===== src/rtl/nco_clkgen.sv =====
// Phase-accumulator NCO with wrap-aligned FCW retuning over a valid/ready handshake.
// Optional NCO_RAMP_EN: slew fcw_active toward the target by RAMP_STEP per wrap.
module nco_clkgen #(
    parameter int     ACC_WIDTH   = 16,
    parameter int     PHASE_WIDTH = 8,
    parameter longint FCW_MIN     = 1,
    parameter longint FCW_MAX     = longint'(1) << (ACC_WIDTH - 1),
    parameter longint FCW_RESET   = 256,
    parameter longint RAMP_STEP   = 16
) (
    input  logic                   clk,
    input  logic                   rst_n,
    input  logic                   en,
    input  logic [ACC_WIDTH-1:0]   fcw_in,
    input  logic                   fcw_valid,
    output logic                   fcw_ready,
    output logic                   clk_out,
    output logic                   tick,
    output logic [PHASE_WIDTH-1:0] phase,
    output logic [ACC_WIDTH-1:0]   fcw_active,
    output logic                   clamped
);

    localparam logic [ACC_WIDTH-1:0] MIN_W   = ACC_WIDTH'(FCW_MIN);
    localparam logic [ACC_WIDTH-1:0] MAX_W   = ACC_WIDTH'(FCW_MAX);
    localparam logic [ACC_WIDTH-1:0] RESET_W = ACC_WIDTH'(FCW_RESET);

    if (PHASE_WIDTH < 1 || PHASE_WIDTH > ACC_WIDTH ||
        FCW_MIN < 1 || FCW_MIN > FCW_MAX ||
        FCW_MAX > (longint'(1) << (ACC_WIDTH - 1)) ||
        FCW_RESET < FCW_MIN || FCW_RESET > FCW_MAX ||
        RAMP_STEP < 1 || RAMP_STEP > FCW_MAX) begin : g_bad_cfg
        $error("nco_clkgen: illegal parameter set");
    end

    typedef enum logic {
        RUN,
        PENDING
    } state_t;

    state_t               state;
    state_t               state_next;
    logic [ACC_WIDTH-1:0] acc;
    logic [ACC_WIDTH-1:0] act_q;
    logic [ACC_WIDTH-1:0] pend_q;
    logic                 tick_q;
    logic                 clamped_q;
    logic [ACC_WIDTH:0]   sum;
    logic                 carry;
    logic                 accept;
    logic                 apply;
    logic                 clamp_hit;
    logic [ACC_WIDTH-1:0] fcw_lim;
    logic [ACC_WIDTH-1:0] fcw_step;

    assign sum   = {1'b0, acc} + {1'b0, act_q};
    assign carry = en & sum[ACC_WIDTH];

    always_comb begin
        fcw_lim   = fcw_in;
        clamp_hit = 1'b0;
        if (fcw_in < MIN_W) begin
            fcw_lim   = MIN_W;
            clamp_hit = 1'b1;
        end else if (fcw_in > MAX_W) begin
            fcw_lim   = MAX_W;
            clamp_hit = 1'b1;
        end
    end

`ifdef NCO_RAMP_EN
    localparam logic [ACC_WIDTH-1:0] STEP_W = ACC_WIDTH'(RAMP_STEP);

    always_comb begin
        fcw_step = pend_q;
        if (pend_q > act_q && (pend_q - act_q) > STEP_W) begin
            fcw_step = act_q + STEP_W;
        end else if (act_q > pend_q && (act_q - pend_q) > STEP_W) begin
            fcw_step = act_q - STEP_W;
        end
    end
`else
    assign fcw_step = pend_q;
`endif

    // A carry seen in PENDING is always later than the acceptance edge,
    // so no extra qualifier is needed to skip a same-cycle wrap.
    always_comb begin
        state_next = state;
        accept     = 1'b0;
        apply      = 1'b0;
        unique case (state)
            RUN: begin
                if (fcw_valid) begin
                    accept     = 1'b1;
                    state_next = PENDING;
                end
            end
            PENDING: begin
                if (!en || carry) begin
                    apply = 1'b1;
                    if (fcw_step == pend_q) begin
                        state_next = RUN;
                    end
                end
            end
            default: state_next = RUN;
        endcase
    end

    always_ff @(posedge clk or negedge rst_n) begin
        if (!rst_n) begin
            state <= RUN;
        end else begin
            state <= state_next;
        end
    end

    always_ff @(posedge clk or negedge rst_n) begin
        if (!rst_n) begin
            acc       <= '0;
            act_q     <= RESET_W;
            pend_q    <= RESET_W;
            tick_q    <= 1'b0;
            clamped_q <= 1'b0;
        end else begin
            tick_q    <= carry;
            clamped_q <= accept & clamp_hit;
            if (en) begin
                acc <= sum[ACC_WIDTH-1:0];
            end
            if (accept) begin
                pend_q <= fcw_lim;
            end
            if (apply) begin
                act_q <= fcw_step;
            end
        end
    end

    assign fcw_ready  = (state == RUN);
    assign clk_out    = acc[ACC_WIDTH-1];
    assign phase      = acc[ACC_WIDTH-1 -: PHASE_WIDTH];
    assign tick       = tick_q;
    assign fcw_active = act_q;
    assign clamped    = clamped_q;

endmodule


===== config.mk =====
export PLATFORM = sky130hd
export DESIGN_NAME = nco_clkgen
export DESIGN_NICKNAME = d
export VERILOG_FILES = /design/src/rtl/nco_clkgen.sv
export SDC_FILE = /design/constraint.sdc
export NUM_CORES = 1
export LEC_CHECK = 0
export BUFFER_PORTS_ARGS = -buffer_cell sky130_fd_sc_hd__buf_2
export CAP_MARGIN = 5
export CORE_MARGIN = 5
export CORE_UTILIZATION = 40
export CTS_CLUSTER_DIAMETER = 40
export DETAILED_ROUTE_END_ITERATION = 8
export GPL_ROUTABILITY_DRIVEN = 0
export PLACE_DENSITY_LB_ADDON = 0.15
export RECOVER_POWER = 100
export SYNTH_ARGS = -nofsm -noshare
export SYNTH_HDL_FRONTEND = slang
export SYNTH_SLANG_ARGS = --single-unit
export TNS_END_PERCENT = 100

===== constraint.sdc =====
create_clock -name clk -period 2.24 [get_ports clk]
set_input_delay 0.224 -clock clk [delete_from_list [all_inputs] [get_ports clk]]
set_output_delay 0.224 -clock clk [all_outputs]
set_load 0.005 [all_outputs]

==> flow_metrics.tcl <==
set metrics [dict create \
    synth_cell_types 49 \
    clk_path_buf_depth 2 \
    htreeDepth 2 \
    die-height_um 95.7 \
    cts.sinks 51 \
    fin_crit_sh 0.998 \
    final_cells 448 \
    grt-ovfl-total 0 \
    io_pins 48 \
    clk_latency_ns 0.31 \
    num-nets-final 385 \
    hold_viol_final 0 \
    coreArea_mm2 0.00721 \
    tightest_slew_ns 1.73 \
    grt_pass1_wl_mm 12.1 \
    dp_cells 429 \
    cts-root-buf "clkbuf_8" \
    vdd_drop_max_uv 517 \
    drtAntennaViolNets 0 \
    cap_violations 1 \
    violations "max-capacitance violations, max-slew violations" \
    required_ns 2.44 \
    fmax_mhz 447 \
    final.setup.tns_ns 0 \
    outcome "finished with violations" \
    drc 0 \
    fill_cells 680 \
    setup_viol 0 \
    crit_arrival_ns 2.43 \
    end_kind "flop" \
    syn-cell-area_mm2 0.00294 \
    hp-class "input port to flop" \
    ys.flop_type "dfrtp_1" \
    grt_max_degree 31 \
    clk_pin_slew_ns 0.10 \
    portBuffers 47 \
    syn_inst 273 \
    path_class "flop to flop" \
    synth.net_count 310 \
    avgSynthCellArea_um2 10.8 \
    cp_max_fo 7 \
    start_util 0.407 \
    yosysSeqAreaShare 0.436 \
    drtIter0Drc 65 \
    yosysWarnings 0 \
    vias 2390 \
    post-route-min-period_ns 2.24 \
    vias_per_cell 5.33 \
    tritoncts "built" \
    cellPowerDensity_mw_per_mm2 1660 \
    numCtsBuffers 5 \
    fin_skew_ns 0.00805 \
    synthArstFlopShare 1.00 \
    die_x_um 95.7 \
    synth_edf_count 0 \
    start_kind "flop" \
    place.detailed.hpwl_mm 5.52 \
    antenna_found_initial 0 \
    ys_ff_latch 51 \
    drt_wl_total_mm 7.52 \
    p_leak_nw 1.65 \
    slew_viol_final 31 \
    fp-row-count 31 \
    antenna_cells 0 \
    place_area_mm2 0.00341 \
    design_area_mm2 0.00375 \
    drt-pass1-iter-count 4 \
    dieArea_mm2 0.00915 \
    relSlewSlack -0.153 \
    rsz0062_at_grt "yes" \
    area_growth_pct 27.9 \
    final_layout_size_suffix_gt1_frac 0.427 \
    wire_per_inst_um 16.8 \
    grt_pass1_vias 2425 \
    grtUsageTotal 0.168 \
]
-- cells in the final DEF, fill, tap and decap left out, drive strengths merged, types with 3 or more instances in the layout --
cell | synthesis | final
buf | 14 | 77
dfrtp | 49 | 49
mux2 | 27 | 27
nand2 | 26 | 26
a21oi | 21 | 21
o21ai | 20 | 20
ha | 16 | 16
clkbuf | 6 | 16
nor2 | 15 | 15
a22o | 10 | 10
nand4 | 8 | 8
xnor2 | 6 | 6
inv | 3 | 5
nand2b | 4 | 4
nor3 | 4 | 4
nand3 | 4 | 4
nor2b | 3 | 3
nor4 | 3 | 3
xor2 | 3 | 3
a22oi | 3 | 3
o311ai | 3 | 3
o21a | 3 | 3
-- final timing paths --
check                                           start                    endpoint  slack (ns)  cells after the start
setup / recovery           fcw_active[12]$_DFFE_PN0P_  fcw_active[12]$_DFFE_PN0P_       0.005                      7
hold / removal                              fcw_in[2]     fcw_step[2]$_DFFE_PN0P_        0.14                      2
setup reg to reg           fcw_active[12]$_DFFE_PN0P_  fcw_active[12]$_DFFE_PN0P_       0.005                      7
hold reg to reg               fcw_step[9]$_DFFE_PN0P_     fcw_step[9]$_DFFE_PN0P_        0.50                      2
max in group asynchronous                       rst_n   fcw_active[1]$_DFFE_PN0P_        0.52                      2
min in group asynchronous                       rst_n          acc[9]$_DFFE_PN0P_        0.35                      1
-- final cells by class --
cell class | instances | area, um^2 | area share
Sequential cell | 51 | 1280 | 0.342
Tap cell | 99 | 124 | 0.0330
Timing Repair Buffer | 88 | 557 | 0.148
Clock buffer | 5 | 68.8 | 0.0183
Clock inverter | 3 | 22.5 | 0.00600
Multi-Input combinational cell | 199 | 1690 | 0.450
Inverter | 3 | 11.3 | 0.00300
-- registers in the layout, summed over array words and instances, names as in the netlist --
register and cells:
state 1, fcw_step 16, clamped 1, fcw_active 16, tick 1, acc 16
-- metal layers --
layer,vias up,share of wire,global-route usage
li1,1150,-,-
met1,1174,0.46,0.229
met2,60,0.48,0.281
met3,6,0.047,0.0292
met4,0,0.0084,0.0367
met5,-,0,0
-- cells in the mapped netlist (2+ instances only) --
cell,count,area (um^2)
o21ai_0,17,85.1
a22oi_1,3,22.5
nand4_1,8,50.1
buf_6,2,22.5
nor3_1,3,15.0
mux2_4,10,150
nor4_1,3,18.8
o211ai_1,2,15.0
buf_4,8,60.1
a21oi_2,2,17.5
inv_1,3,11.3
a211oi_1,2,15.0
xnor2_1,6,52.6
o311ai_0,3,26.3
a21oi_1,19,95.1
clkbuf_1,6,22.5
a22o_1,10,87.6
ha_1,16,200
nor2b_1,3,18.8
xor2_1,3,26.3
nand2b_1,4,25.0
nand3_1,4,20.0
dfrtp_1,49,1230
o21ai_1,2,10.0
dfstp_2,2,52.6
mux2_2,17,191
o21bai_1,2,15.0
o21a_1,3,22.5
buf_2,2,10.0
nand2_1,26,97.6
nor2_1,15,56.3
-- metrics by stage --
stage,hold slack (ns),util,power (W),setup slack [ns]
6_report,0.141,0.520,0.00625,0.00476
5_1_grt,0.129,0.520,0.00674,-0.0722
4_1_cts,0.0128,0.485,0.00567,0.00408
3_5_place_dp,0.356,0.472,0.00508,-0.0412
3_3_place_gp,0.346,0.472,0.00502,0.0162
2_1_floorplan,-0.0716,-,0.00397,0.00437
-- repair_timing --
item | in CTS | in global routing
buffers inserted | 0 | 10
cloned | 0 | 1
hold endpoints to repair | 0 | 0
hold buffers | 0 | 0
gates resized for setup | 1 | 27
pin swaps | 0 | 11
setup endpoints to repair | 14 | 21
-- critical path: stages, from the launching register on --
cell and delay, ns:
dfrtp_1 0.44, ha_4 0.32, nand4_1 0.15, o22ai_2 0.24
a31oi_4 0.13, a41oi_4 0.31, clkbuf_16 0.22, mux2_2 0.33
-- where the power goes --
group          switching [W]  total [W]  internal, W  leakage [nW]
clock               0.000341   0.000568     0.000227        0.0489
sequential          0.000390    0.00174      0.00135         0.635
combinational        0.00184    0.00394      0.00209         0.968
-- logic make-up after synthesis --
logic type      Yosys count  synth area share
compound gates           75             0.178
xor+xnor                  9            0.0269
fa+ha+maj                17            0.0750
buf+inv                  23            0.0511
flops                    51             0.436
mux                      28             0.120
simple gates             70             0.113
Power figures use the tool's default switching activity.
